`config.mk`:
```
export PLATFORM = sky130hd
export DESIGN_NAME = pc_fetch_unit
export DESIGN_NICKNAME = d
export VERILOG_FILES = /design/src/rtl/cpu_pkg.sv /design/src/rtl/next_pc_mux.sv /design/src/rtl/pc_fetch_unit.sv
export SDC_FILE = /design/constraint.sdc
export NUM_CORES = 1
export LEC_CHECK = 0
export CAP_MARGIN = 20
export CORE_MARGIN = 8
export CORE_UTILIZATION = 45
export DETAILED_ROUTE_END_ITERATION = 10
export PLACE_DENSITY = 0.95
export SLEW_MARGIN = 15
export SYNTH_ARGS = -nofsm -noshare
export SYNTH_HDL_FRONTEND = slang
export SYNTH_HIERARCHICAL = 1
export SYNTH_SLANG_ARGS = --single-unit
```
`constraint.sdc`:
```
create_clock -name CLK -period 7.64 [get_ports CLK]
set_clock_uncertainty 0.15 [all_clocks]
set_input_delay 1.146 -clock CLK [delete_from_list [all_inputs] [get_ports CLK]]
set_output_delay 1.146 -clock CLK [all_outputs]
set_load 0.03 [all_outputs]
```
`src/rtl/cpu_pkg.sv`:
```
// cpu_pkg: shared definitions for the MIPS fetch path.
//   pcsrc_e        - next-PC select encodings driven by the control unit
//   fetch_state_e  - fetch state machine states
//   HALT_OP_DEFAULT- opcode field value that stops fetch
package cpu_pkg;

   typedef enum logic [1:0] {
      PCSRC_SEQ = 2'b00,
      PCSRC_BR  = 2'b01,
      PCSRC_J   = 2'b10,
      PCSRC_JR  = 2'b11
   } pcsrc_e;

   typedef enum logic [1:0] {
      ST_BOOT  = 2'b00,
      ST_RUN   = 2'b01,
      ST_HALT  = 2'b10,
      ST_FAULT = 2'b11
   } fetch_state_e;

   localparam logic [5:0] HALT_OP_DEFAULT = 6'b111111;

endpackage

```
`src/rtl/next_pc_mux.sv`:
```
// next_pc_mux: combinational next-PC target selection.
//   pc4      in  current PC + 4
//   pcsrc    in  select: seq / branch / jump / jr
//   imm32    in  sign-extended branch offset in words
//   jtarget  in  26-bit jump target field
//   regaddr  in  rs value for jr
//   next_pc  out selected target (modulo 2^32)
module next_pc_mux
   import cpu_pkg::*;
(
   input  logic [31:0] pc4,
   input  logic [1:0]  pcsrc,
   input  logic [31:0] imm32,
   input  logic [25:0] jtarget,
   input  logic [31:0] regaddr,
   output logic [31:0] next_pc
);

   always_comb begin
      next_pc = pc4;
      case (pcsrc_e'(pcsrc))
         PCSRC_SEQ: next_pc = pc4;
         PCSRC_BR:  next_pc = pc4 + (imm32 << 2);
         PCSRC_J:   next_pc = {pc4[31:28], jtarget, 2'b00};
         PCSRC_JR:  next_pc = regaddr;
         default:   next_pc = pc4;
      endcase
   end

endmodule

```
`src/rtl/pc_fetch_unit.sv`:
```
// pc_fetch_unit: fetch stage of the single-cycle MIPS core. Holds the PC,
// drives the instruction memory address, selects the next PC and freezes
// fetch on a halt opcode or an out-of-range / misaligned target.
//   CLK, nRST        clock, asynchronous active-low reset
//   PCWre            PC write enable (0 = stall)
//   PCSrc            next-PC select
//   Imm32, JTarget,
//   RegAddr          branch offset, jump field, jr register value
//   IDataIn          instruction currently fetched at IAddr
//   IAddr, PC4       current PC and PC+4
//   Halted, Fault    registered status flags
//   FetchCnt         count of PC updates (only with FETCH_COUNT_EN defined)
module pc_fetch_unit
   import cpu_pkg::*;
#(
   parameter logic [31:0] RESET_PC   = 32'h0000_0000,
   parameter int unsigned IMEM_BYTES = 240,
   parameter logic [5:0]  HALT_OP    = HALT_OP_DEFAULT
) (
   input  logic        CLK,
   input  logic        nRST,
   input  logic        PCWre,
   input  logic [1:0]  PCSrc,
   input  logic [31:0] Imm32,
   input  logic [25:0] JTarget,
   input  logic [31:0] RegAddr,
   input  logic [31:0] IDataIn,
   output logic [31:0] IAddr,
   output logic [31:0] PC4,
   output logic        Halted,
   output logic        Fault
`ifdef FETCH_COUNT_EN
   ,
   output logic [31:0] FetchCnt
`endif
);

   localparam logic [31:0] LAST_PC = 32'(IMEM_BYTES - 4);

   fetch_state_e state, state_nxt;
   logic [31:0]  pc, pc_nxt, next_pc;
   logic         halted, halted_nxt, fault, fault_nxt;
   logic         unused_idata;

   assign unused_idata = ^IDataIn[25:0];

   assign IAddr  = pc;
   assign PC4    = pc + 32'd4;
   assign Halted = halted;
   assign Fault  = fault;

   next_pc_mux u_next_pc_mux (
      .pc4     (PC4),
      .pcsrc   (PCSrc),
      .imm32   (Imm32),
      .jtarget (JTarget),
      .regaddr (RegAddr),
      .next_pc (next_pc)
   );

   always_ff @(posedge CLK or negedge nRST) begin
      if (!nRST) begin
         state  <= ST_BOOT;
         pc     <= RESET_PC;
         halted <= 1'b0;
         fault  <= 1'b0;
      end else begin
         state  <= state_nxt;
         pc     <= pc_nxt;
         halted <= halted_nxt;
         fault  <= fault_nxt;
      end
   end

   // Halt outranks fault; a wrapped PC4 (past FFFF_FFFC) lands in the range check.
   always_comb begin
      state_nxt  = state;
      pc_nxt     = pc;
      halted_nxt = halted;
      fault_nxt  = fault;
      case (state)
         ST_BOOT: state_nxt = ST_RUN;
         ST_RUN: begin
            if (PCWre) begin
               if (IDataIn[31:26] == HALT_OP) begin
                  state_nxt  = ST_HALT;
                  halted_nxt = 1'b1;
               end else if ((next_pc[1:0] != 2'b00) || (next_pc > LAST_PC)) begin
                  state_nxt = ST_FAULT;
                  fault_nxt = 1'b1;
               end else begin
                  pc_nxt = next_pc;
               end
            end
         end
         ST_HALT:  state_nxt = ST_HALT;
         ST_FAULT: state_nxt = ST_FAULT;
         default:  state_nxt = ST_BOOT;
      endcase
   end

`ifdef FETCH_COUNT_EN
   logic [31:0] fetch_cnt;
   logic        pc_adv;

   // A PC update is exactly a RUN edge that stays in RUN with PCWre high.
   assign pc_adv   = (state == ST_RUN) && (state_nxt == ST_RUN) && PCWre;
   assign FetchCnt = fetch_cnt;

   always_ff @(posedge CLK or negedge nRST) begin
      if (!nRST)
         fetch_cnt <= '0;
      else if (pc_adv && (fetch_cnt != '1))
         fetch_cnt <= fetch_cnt + 32'd1;
   end
`endif

endmodule

```
======== Yosys cells after proc, flatten, opt, wreduce, memory -nomap -nowiden ========
Index checks and enable logic that the tools add are counted.
word-level totals
  input port bits ......................... 127
  register bits after elaboration ......... 36
  logic and storage cells ................. 31
operators by class
  mux-type cells .......................... 5
  equality and inequality tests ........... 9
  bitwise operators ....................... 2
  $lt $le $gt $ge ......................... 1
  add/sub/neg operators ................... 2
  reductions and logical operators ........ 8
operators by type and width
  kind                                                                    count
  32-bit case mux with 4 select lines                                     1
  32-bit by 3-bit adder with 32-bit output (second input constant)        1
  32-bit adder                                                            1
  32-bit by 8-bit > comparator with 1-bit output (second input constant)  1
  2-bit equality test (second input constant)                             4
  2-bit case mux with 4 select lines                                      1
  4-bit AND reduction                                                     2
  6-bit equality test (second input constant)                             1
  2-bit 2-to-1 mux                                                        3
  2-bit by 1-bit equality test with 1-bit output (second input constant)  2
  2-bit zero test                                                         2
  3-bit != test (second input constant)                                   1
  3-bit AND reduction                                                     1
  2-bit != test (second input constant)                                   1
  1-bit inverter                                                          2
  2-bit AND reduction                                                     1
  2-bit nonzero test                                                      1
  1-bit logical OR                                                        1

======== Logic depth before layout (Yosys ltp) ========
Gate-level depths: netlist of the first run.
  depth after elaboration ................. 9
  mapped depth ............................ 20
  depth with buffers taken out ............ 19

======== By module ========
The synthesis of the first run kept the hierarchy.
by module, submodules not included
  module         cells an instance  area an instance (um^2)  seq. area each (um^2)  instances
  next_pc_mux    243                2147.1                   0.0                    1
  pc_fetch_unit  171                1856.8                   900.9                  1

======== Worst setup path after synthesis of the first run ========
No wires, ideal clock.
  path type ............................... register to register
  start ................................... register pc[2] (netlist: IAddr[2])
  end ..................................... register pc[4] (netlist: IAddr[4])
  cell stages (with the launch flop) ...... 20
  required time ........................... 7365 ps
  arrival ................................. 5479 ps
  setup time .............................. 125 ps
  period minus slack after synthesis ...... 5754 ps
  setup slack ............................. 1886 ps
  cells stage by stage .................... dfrtp_1 -> ha_1 -> and4_1 -> nor3b_2 -> nand3_1 -> xnor2_1 -> ha_1 -> a21o_1 -> a21o_1 -> a211oi_2 -> o2111ai_2 -> a31oi_2 -> o21bai_1 -> xor2_1 -> mux4_2 -> nor4_1 -> nand4_1 -> nor3_2 -> buf_6 -> mux2_2
on the way
  longest elaborated chain between the ends .. 7
ends and longest elaborated chain
  item                                            RTL line             text
  from (decl)                                     pc_fetch_unit.sv:41  logic [31:0] pc, pc_nxt, next_pc;
  from (signal assigned)                          pc_fetch_unit.sv:69  pc <= pc_nxt;
  32-bit by 3-bit adder with 32-bit output        pc_fetch_unit.sv:48  assign PC4 = pc + 32'd4;
  via PC4[20]                                     pc_fetch_unit.sv:29  output logic [31:0] PC4,
  32-bit adder                                    next_pc_mux.sv:23    PCSRC_BR: next_pc = pc4 + (imm32 << 2);
  32-bit case mux with 4 select lines             next_pc_mux.sv:21    case (pcsrc_e'(pcsrc))
  via next_pc[27]                                 pc_fetch_unit.sv:41
  32-bit by 8-bit > comparator with 1-bit output  pc_fetch_unit.sv:88  end else if ((next_pc[1:0] != 2'b00) || (next_pc > LAST_PC)) begin
  1-bit logical OR                                pc_fetch_unit.sv:88
  1-bit inverter (no line)                        n/a
  4-bit AND reduction (no line)                   n/a
The timed path passes the listed nets, and every way through them passes these cells.
A chain may end at the register's enable or synchronous reset.

======== Final worst setup path of the first run ========
  start ................................... register pc[2] (netlist: IAddr[2])
  end ..................................... register pc[3] (netlist: IAddr[3])
on the way
  longest elaborated chain between the ends .. 7
ends and longest elaborated chain
  item                                                RTL line
  32-bit by 3-bit adder with 32-bit output (*)        pc_fetch_unit.sv:48
  32-bit adder                                        next_pc_mux.sv:23
  32-bit case mux with 4 select lines (*)             next_pc_mux.sv:21
  via next_pc[27]                                     pc_fetch_unit.sv:41
  32-bit by 8-bit > comparator with 1-bit output (*)  pc_fetch_unit.sv:88
  1-bit logical OR (*)                                pc_fetch_unit.sv:88
  1-bit inverter (no line) (*)                        n/a
  4-bit AND reduction (no line) (*)                   n/a
The timed path passes the listed nets; every way through them passes the cells marked *.

==> flow_metrics.tcl, run 1 <==
set metrics [dict create \
    outcome "finished, final reports clean" \
    rsz0062_at_grt "no" \
    postCtsHoldBufs 0 \
    fin_util_pct 67.0 \
    crit_path_top_delay_cell "nor3_4" \
    ys_seq_area_share_pct 22.5 \
    clkPwrFrac_pct 30.1 \
    hold_path_class "reg2reg" \
    cts.sinks 36 \
    crit_fanout 17 \
    rows 34 \
    critPathMaxStageDelay_ns 0.65 \
    final-setup-viol-count 0 \
    ant_nets 0 \
    antenna_found_initial 0 \
    clock_latency_ns 0.29 \
    peakVddDrop_uv 57.6 \
    end_kind "register" \
    stdcell_count 684 \
    layout.nets 733 \
    async_reset_ff_share_pct 100 \
    n_antenna_cell 0 \
    drt_iter0_drc 186 \
    die_w_um 110 \
    synthesis.nets 572 \
    finalInstanceArea_mm2 0.00581 \
    ys_types 60 \
    synth_edf_count 0 \
    p_switching_mw 0.118 \
    dp.cells 676 \
    grt_pass1_vias 4355 \
    crit_type "reg2reg" \
    post-cts-setup-buffers 0 \
    synthCells 414 \
    area.growth.synth_to_final_pct 45.2 \
    synthTopCellsByCount "xnor2_1 (46), dfrtp_1 (36), a21oi_1 (30), ha_1 (30), nor2b_1 (29)" \
    cp_num_buf_inv 0 \
    cp_data_required_time_ns 7.66 \
    die_area_mm2 0.0122 \
    routed_wl_um 13900 \
    ys_warn_count 6 \
    maxSlewViolCount 0 \
    ys_ff_latch 36 \
    place_hpwl_um 11700 \
    grt_use_total_pct 22.7 \
    finalHoldViolations 0 \
    drcViolationCount 0 \
    cpLargestDelayFamily "simple AND/OR/NAND/NOR gates" \
    synth.avg_cell_area_um2 9.67 \
    tritoncts "built" \
    tightest_slew_ns 0.893 \
    path_cells "ha_1 -> and4_1 -> nor3b_2 -> nand4_1 -> xnor2_1 -> ha_1 -> a21oi_1 -> o21ai_0 -> a211oi_2 -> o2111ai_2 -> a31oi_2 -> o21bai_1 -> xor2_1 -> mux4_2 -> nor4_1 -> nand4_1 -> nor3_4 -> mux2_2" \
    r2r_slack_ns 1.21 \
    io_buffers 164 \
    arrival_ns 6.45 \
    grt_pass1_wl_um 21700 \
    start_util_pct 46.1 \
    swShare_pct 25.4 \
    clk_pin_slew_ns 0.07 \
    routabilityCongestion 0.973 \
    cts-root-buf "clkbuf_8" \
    synth.most_common_cell "xnor2_1" \
    h-tree-depth 2 \
    synth_flop_cell "dfrtp_1" \
    grt-ovfl-total 0 \
    die_y_um 110 \
    first_pass_iters 4 \
    power_frac_seq_pct 41.2 \
    intPower_mw 0.346 \
    pin_count 193 \
    post-synth-top-area-cell "dfrtp_1" \
    p_total_mw 0.464 \
    max-slew-margin-rel_pct 40.3 \
    maxCapViolCount 0 \
    final.setup.tns_ns 0 \
    vias 4097 \
    grt_max_degree 37 \
    drive_gt1_share_pct 10.2 \
    fmax_mhz 155 \
    hold_slack_ns 0.320 \
    clockBufferDepth 2 \
    cts_resized 0 \
    pwr-share-comb_pct 28.7 \
    synth_top_area_share_pct 22.5 \
    start_kind "register" \
    place_area_mm2 0.00572 \
    place_ws_ns 1.33 \
    setup_slack_ns 1.21 \
    post_drt_wl_per_cell_um 20.4 \
    vias_per_cell 5.99 \
    layout_min_cycle_time_ns 6.43 \
    cts_buffers 5 \
    power_leakage_nw 2.44 \
    power_density_mw_per_mm2 79.9 \
    design.core.area_mm2 0.00868 \
    synth_area_leaders "dfrtp_1 (23%), mux4_2 (14%), xnor2_1 (10%)" \
    synth_area_mm2 0.00400 \
    fin_crit_sh_pct 84.2 \
]
[registers in the layout (all words and copies together) (netlist names)]
signal / cells
IAddr: 32
Fault: 1
state: 2
Halted: 1
[routing by layer]
metal  global-route usage (%)  part of all wire, %
met5                        0                    0
met4                     7.61                  2.6
met3                     5.87                  9.4
met2                     40.3                   49
met1                     25.9                   39
[cell families (layout without fill, tap and decap cells)]
logic type | Yosys count | count (layout) | share of synthesized area [%]
flops | 36 | 36 | 22.5
xor+xnor | 54 | 54 | 11.8
compound gates | 85 | 85 | 14.9
mux | 35 | 35 | 16.8
fa+ha+maj | 31 | 31 | 9.88
buf+inv | 26 | 188 | 3.41
simple gates | 147 | 147 | 20.7
[power groups by stage]
stage | Clock (mW) | Combinational (mW) | Sequential (mW)
after floorplan | 0 | 0.0625 | 0.196
after global placement | 0 | 0.128 | 0.195
after detailed placement | 0 | 0.132 | 0.195
after CTS | 0.141 | 0.133 | 0.191
after global routing | 0.150 | 0.142 | 0.191
final | 0.140 | 0.133 | 0.191
[worst paths after layout]
| path | start | end | depth (start not counted) |
|---|---|---|---|
| min in group asynchronous | nRST | IAddr[28] | 1 |
| worst max register to register | IAddr[2] | IAddr[3] | 18 |
| max in group asynchronous | nRST | IAddr[3] | 1 |
| worst min-delay path | Fault | Fault | 1 |
| worst max-delay path | IAddr[2] | IAddr[3] | 18 |
| worst min register to register | Fault | Fault | 1 |
[area by class of cell]
type	instances	area, um^2
Tap cell	108	135
Sequential cell	36	901
Clock buffer	8	90.1
Fill cell	699	2860
Multi-Input combinational cell	352	2970
Timing Repair Buffer	169	1670
Inverter	11	41.3
[layout by cell type, fill, tap and decap left out, types with 8 or more instances in the layout]
cell type	Yosys	final
inv_1	11	10
clkdlybuf4s50_1	0	163
o21ai_0	10	10
dfrtp_1	36	36
nor2b_1	29	29
and3_1	8	8
xor2_1	8	8
nand3_1	22	22
nor2_1	20	20
mux4_2	25	25
xnor2_1	46	46
nand4_1	11	11
ha_1	30	30
nand2_1	26	26
a21oi_1	30	30
Power figures use the tool's default switching activity.
==> run 2, diff against run 1 <==
Settings changed: CORE_UTILIZATION 45 to 42, PLACE_DENSITY 0.95 to 0.92.
Clock period 7.64 ns to 6.45 ns, I/O delays scaled along.
==> run 2 against run 1 <==
Design area grew 1.1%. Routed wire length grew 0.52%. First-iteration DRC count grew 19%. Non-clock buffer count grew 3. Combinational power grew 19%. Core utilization shrank 3.4 points. Sequential cell count is the same. Clock power grew 17%. Sequential share of layout area shrank 0.17 points. Via count shrank 1.2%. Largest power group unchanged.
==> flow_metrics.tcl, run 2 (synthesized netlist as in run 1, its figures left out) <==
set metrics [dict create \
    power_density_mw_per_mm2 93.3 \
    seq_area_um2 901 \
    post_drt_wl_per_cell_um 19.8 \
    cp_data_required_time_ns 6.47 \
    design.core.area_mm2 0.00924 \
    layout_commonest_cell "clkdlybuf4s50_1" \
    grt_pass1_wl_um 22500 \
    critPathMaxStageDelay_ns 0.48 \
    maxCapViolCount 0 \
    pin_count 193 \
    die_w_um 114 \
    r2r_slack_ns 0.57 \
    postCtsHoldBufs 0 \
    final.setup.tns_ns 0 \
    crit_type "reg2reg" \
    die_y_um 114 \
    rows 35 \
    arrival_ns 5.90 \
    cp_num_buf_inv 2 \
    finalInstanceArea_mm2 0.00588 \
    peakVddDrop_uv 103 \
    io_buffers 164 \
    die_area_mm2 0.0129 \
    routed_wl_um 14000 \
    r2r-start "IAddr[2]" \
    power_leakage_nw 2.47 \
    antenna_found_initial 0 \
    routabilityCongestion 0.955 \
    layout.nets 736 \
    end_kind "register" \
    tritoncts "built" \
    vias_per_cell 5.72 \
    grt_pass1_vias 4399 \
    fin_crit_sh_pct 91.2 \
    drcViolationCount 0 \
    multiInputGateArea_mm2 0.00297 \
    maxSlewViolCount 0 \
    first_pass_iters 5 \
    grt_use_total_pct 21.7 \
    drive_gt1_share_pct 11.1 \
    cts-root-buf "clkbuf_8" \
    min_path_cells 1 \
    p_total_mw 0.549 \
    largest_reg_flops 32 \
    max-slew-margin-rel_pct 47.7 \
    grt_max_degree 37 \
    drt_iter0_drc 222 \
    cts.sinks 36 \
    place_area_mm2 0.00575 \
    path_cells "ha_1 -> and4_1 -> nor3b_2 -> buf_4 -> nand4_1 -> xnor2_1 -> ha_1 -> a21oi_1 -> o21ai_0 -> a211oi_2 -> o2111ai_2 -> a31oi_2 -> o21bai_1 -> xor2_1 -> mux4_2 -> nor4_1 -> nand4_1 -> nor3_4 -> buf_12 -> mux2_2" \
    place_ws_ns 0.419 \
    n_antenna_cell 0 \
    place_hpwl_um 11800 \
    tightest_slew_ns 0.785 \
    finalHoldViolations 0 \
    ant_nets 0 \
    r2r-end "IAddr[6]" \
    hold_start "Halted" \
    fmax_mhz 170 \
    clock_latency_ns 0.28 \
    start_util_pct 43.3 \
    fin_util_pct 63.6 \
    worstHoldEndpoint "Halted" \
    crit_fanout 11 \
    hold_path_class "reg2reg" \
    rsz0062_at_grt "no" \
    fillers 747 \
    cts_buffers 5 \
    cts_resized 0 \
    layout_min_cycle_time_ns 5.88 \
    start_kind "register" \
    setup_slack_ns 0.566 \
    outcome "finished, final reports clean" \
    crit_path_top_delay_cell "mux4_2" \
    cpLargestDelayFamily "simple AND/OR/NAND/NOR gates" \
    worst-r2r-cell-count 20 \
    grt-ovfl-total 0 \
    h-tree-depth 2 \
    area.growth.synth_to_final_pct 46.8 \
    clk_pin_slew_ns 0.07 \
    final_cell_mix "clkdlybuf4s50_1 (163), xnor2_1 (46), dfrtp_1 (36)" \
    clockBufferDepth 2 \
    final-setup-viol-count 0 \
    vias 4049 \
]
-- run 2: changes by cell type in the layout (fill, tap and decap cells not counted), sizes merged --
cell and change:
clkbuf -2, buf +3, clkinv +2
-- run 2: worst max path at each step --
stage,cells past startpoint,endpoint,slack (ns),start
after floorplan,19,IAddr[4],0.70,IAddr[2]
after global placement,19,IAddr[3],0.55,IAddr[2]
after detailed placement,20,IAddr[1],0.42,IAddr[2]
after CTS,20,IAddr[27],0.37,IAddr[2]
after global routing,20,IAddr[6],0.17,IAddr[2]
final,20,IAddr[6],0.57,IAddr[2]
-- run 2: metal layers --
layer  track usage (%)  up-vias  routed length [um]
met5                 0        -                   0
met4              7.37        0                 411
met3              7.24       33                1480
met2              37.0      236                6740
met1              24.8     1898                5390
li1                  -     1882                   -
-- run 2: where the power goes --
group	switching [mW]	internal [mW]
Sequential	0.000341	0.226
Clock	0.0791	0.0852
Combinational	0.0612	0.0964
-- run 2: per-stage QoR --
| stage | hold slack [ns] | std cells |
|---|---|---|
| 6_report | 0.316 | 708 |
| 5_1_grt | 0.323 | 708 |
| 4_1_cts | 0.314 | 705 |
| 3_5_place_dp | 0.297 | 697 |
| 3_3_place_gp | 0.294 | 697 |
| 2_1_floorplan | 0.292 | 414 |
-- run 2: what timing repair did --
item,4_1_cts,5_1_grt
buffers inserted,0,3
endpoints found under the setup margin,0,24
hold endpoints to repair,0,0
-- run 2: layout make-up --
cell class,instances,area share [%]
clock buffer,6,1.40
multi-input combinational,352,50.6
clock inverter,2,0.170
tap,129,2.75
inverter,11,0.702
sequential,36,15.3
timing repair buffer,172,29.1
==> run 3, diff against run 2 <==
Settings changed: CORE_MARGIN 8 to unset.
==> run 3 against run 2 <==
Via count down 1.4%. Fmax is 3.0% lower. Hold slack worse by 0.0089 ns. Final cell count fell by 0.42%. Clock-buffer cell count is the same. Critical endpoint is now IAddr[4]. Highest routed layer unchanged.
==> flow_metrics.tcl, run 3 (synthesized netlist as in run 1, its figures left out) <==
set metrics [dict create \
    outcome "finished, final reports clean" \
    die_area_mm2 0.00993 \
    cts_resized 0 \
    n_antenna_cell 0 \
    final_cell_mix "clkdlybuf4s50_1 (163), xnor2_1 (46), dfrtp_1 (36)" \
    cp_data_required_time_ns 6.46 \
    finalInstanceArea_mm2 0.00584 \
    grt_use_total_pct 25.6 \
    clk_pin_slew_ns 0.07 \
    vias_per_cell 5.66 \
    arrival_ns 6.08 \
    post-cts-setup-buffers 0 \
    grt-ovfl-total 0 \
    power_density_mw_per_mm2 91.0 \
    drt_iter0_drc 139 \
    p_switching_mw 0.134 \
    final-setup-viol-count 0 \
    layout.nets 734 \
    maxCapViolCount 0 \
    postCtsHoldBufs 0 \
    io_buffers 164 \
    pin_count 193 \
    hold_slack_ns 0.307 \
    r2r-start "IAddr[2]" \
    worst-r2r-cell-count 18 \
    hold_start "Halted" \
    maxSlewViolCount 0 \
    intPower_mw 0.397 \
    largest_reg_flops 32 \
    rows 35 \
    routed_wl_um 12500 \
    swShare_pct 25.3 \
    power_leakage_nw 2.45 \
    antenna_found_initial 0 \
    grt_max_degree 37 \
    fmax_mhz 165 \
    peakVddDrop_uv 70.5 \
    cts_buffers 5 \
    first_pass_iters 4 \
    h-tree-depth 2 \
    drcViolationCount 0 \
    grt_pass1_vias 4153 \
    start_kind "register" \
    start_util_pct 43.3 \
    pwr-share-comb_pct 29.6 \
    drive_gt1_share_pct 10.4 \
    crit_fanout 9 \
    clkPwrFrac_pct 27.7 \
    routabilityCongestion 0.915 \
    cts.sinks 36 \
    tightest_slew_ns 0.782 \
    finalHoldViolations 0 \
    min_path_cells 1 \
    worstHoldEndpoint "Halted" \
    rsz0062_at_grt "no" \
    hold_path_class "reg2reg" \
    end_kind "register" \
    layout_min_cycle_time_ns 6.07 \
    post_drt_wl_per_cell_um 17.8 \
    place_ws_ns 0.409 \
    place_area_mm2 0.00576 \
    max-slew-margin-rel_pct 47.8 \
    r2r-end "IAddr[4]" \
    power_frac_seq_pct 42.7 \
    tritoncts "built" \
    area.growth.synth_to_final_pct 45.8 \
    grt_pass1_wl_um 20000 \
    design.core.area_mm2 0.00924 \
    die_w_um 99.6 \
    place_hpwl_um 10500 \
    r2r_slack_ns 0.38 \
    fin_crit_sh_pct 94.0 \
    fillers 767 \
    setup_slack_ns 0.385 \
    ant_nets 0 \
    clockBufferDepth 2 \
    clock_latency_ns 0.28 \
    final.setup.tns_ns 0 \
    layout_commonest_cell "clkdlybuf4s50_1" \
    die_y_um 99.6 \
    vias 3991 \
    cts-root-buf "clkbuf_8" \
    crit_type "reg2reg" \
]
## run 3: changes by cell type in the layout (fill, tap and decap cells not counted), sizes merged
cell / before / now
buf: 9 / 7
clkinv: 3 / 1
inv: 10 / 11
## run 3: final cells by class
type | instances | area, um^2 | share of cell area [%]
Tap cell | 129 | 161 | 2.77
Sequential cell | 36 | 901 | 15.4
Clock inverter | 1 | 5.00 | 0.0858
Inverter | 11 | 41.3 | 0.708
Multi-Input combinational cell | 352 | 2970 | 50.9
Timing Repair Buffer | 170 | 1680 | 28.8
Clock buffer | 6 | 72.6 | 1.24
## run 3: through the flow
stage | cells | total power [mW] | util, %
3_3_place_gp | 698 | 0.385 | 62.3
6_report | 705 | 0.531 | 63.2
3_5_place_dp | 698 | 0.388 | 62.3
4_1_cts | 705 | 0.535 | 63.2
2_1_floorplan | 414 | 0.306 | -
5_1_grt | 705 | 0.558 | 63.2
## run 3: power by group through the flow
stage          combinational (mW)  clock (mW)  sequential [mW]
3_5_place_dp                0.157           0            0.231
6_report                    0.157       0.147            0.227
4_1_cts                     0.157       0.151            0.227
3_3_place_gp                0.154           0            0.231
5_1_grt                     0.169       0.162            0.227
2_1_floorplan              0.0741           0            0.232
## run 3: how the worst max path moves through the flow
| stage | startpoint | end | slack [ns] | depth (start not counted) |
|---|---|---|---|---|
| global route | IAddr[2] | IAddr[30] | 0.008 | 19 |
| floorplan | IAddr[2] | IAddr[4] | 0.70 | 19 |
| CTS | IAddr[2] | IAddr[4] | 0.37 | 18 |
| global placement | IAddr[2] | IAddr[3] | 0.56 | 18 |
| finish | IAddr[2] | IAddr[4] | 0.38 | 18 |
| detailed placement | IAddr[2] | IAddr[6] | 0.41 | 18 |
## run 3: critical path, stage by stage (launching register included)
cell       delay [ns]
dfrtp_1          0.44
ha_1             0.24
and4_1           0.32
nor3b_2          0.56
nand4_1          0.19
xnor2_1          0.38
ha_1             0.37
a21oi_1          0.20
o21ai_0          0.18
a211oi_2         0.28
o2111ai_2        0.23
a31oi_2          0.27
o21bai_1         0.13
xor2_1           0.16
mux4_2           0.49
nor4_1           0.28
nand4_1          0.28
nor3_4           0.42
mux2_2           0.39
## run 3: layer usage
metal / vias up / wire length [um] / global-route usage [%]
met3: 25 / 907 / 4.99
met5: - / 0 / 0
met1: 1911 / 4980 / 29.4
met2: 177 / 6330 / 47.9
li1: 1878 / - / -
met4: 0 / 298 / 7.69
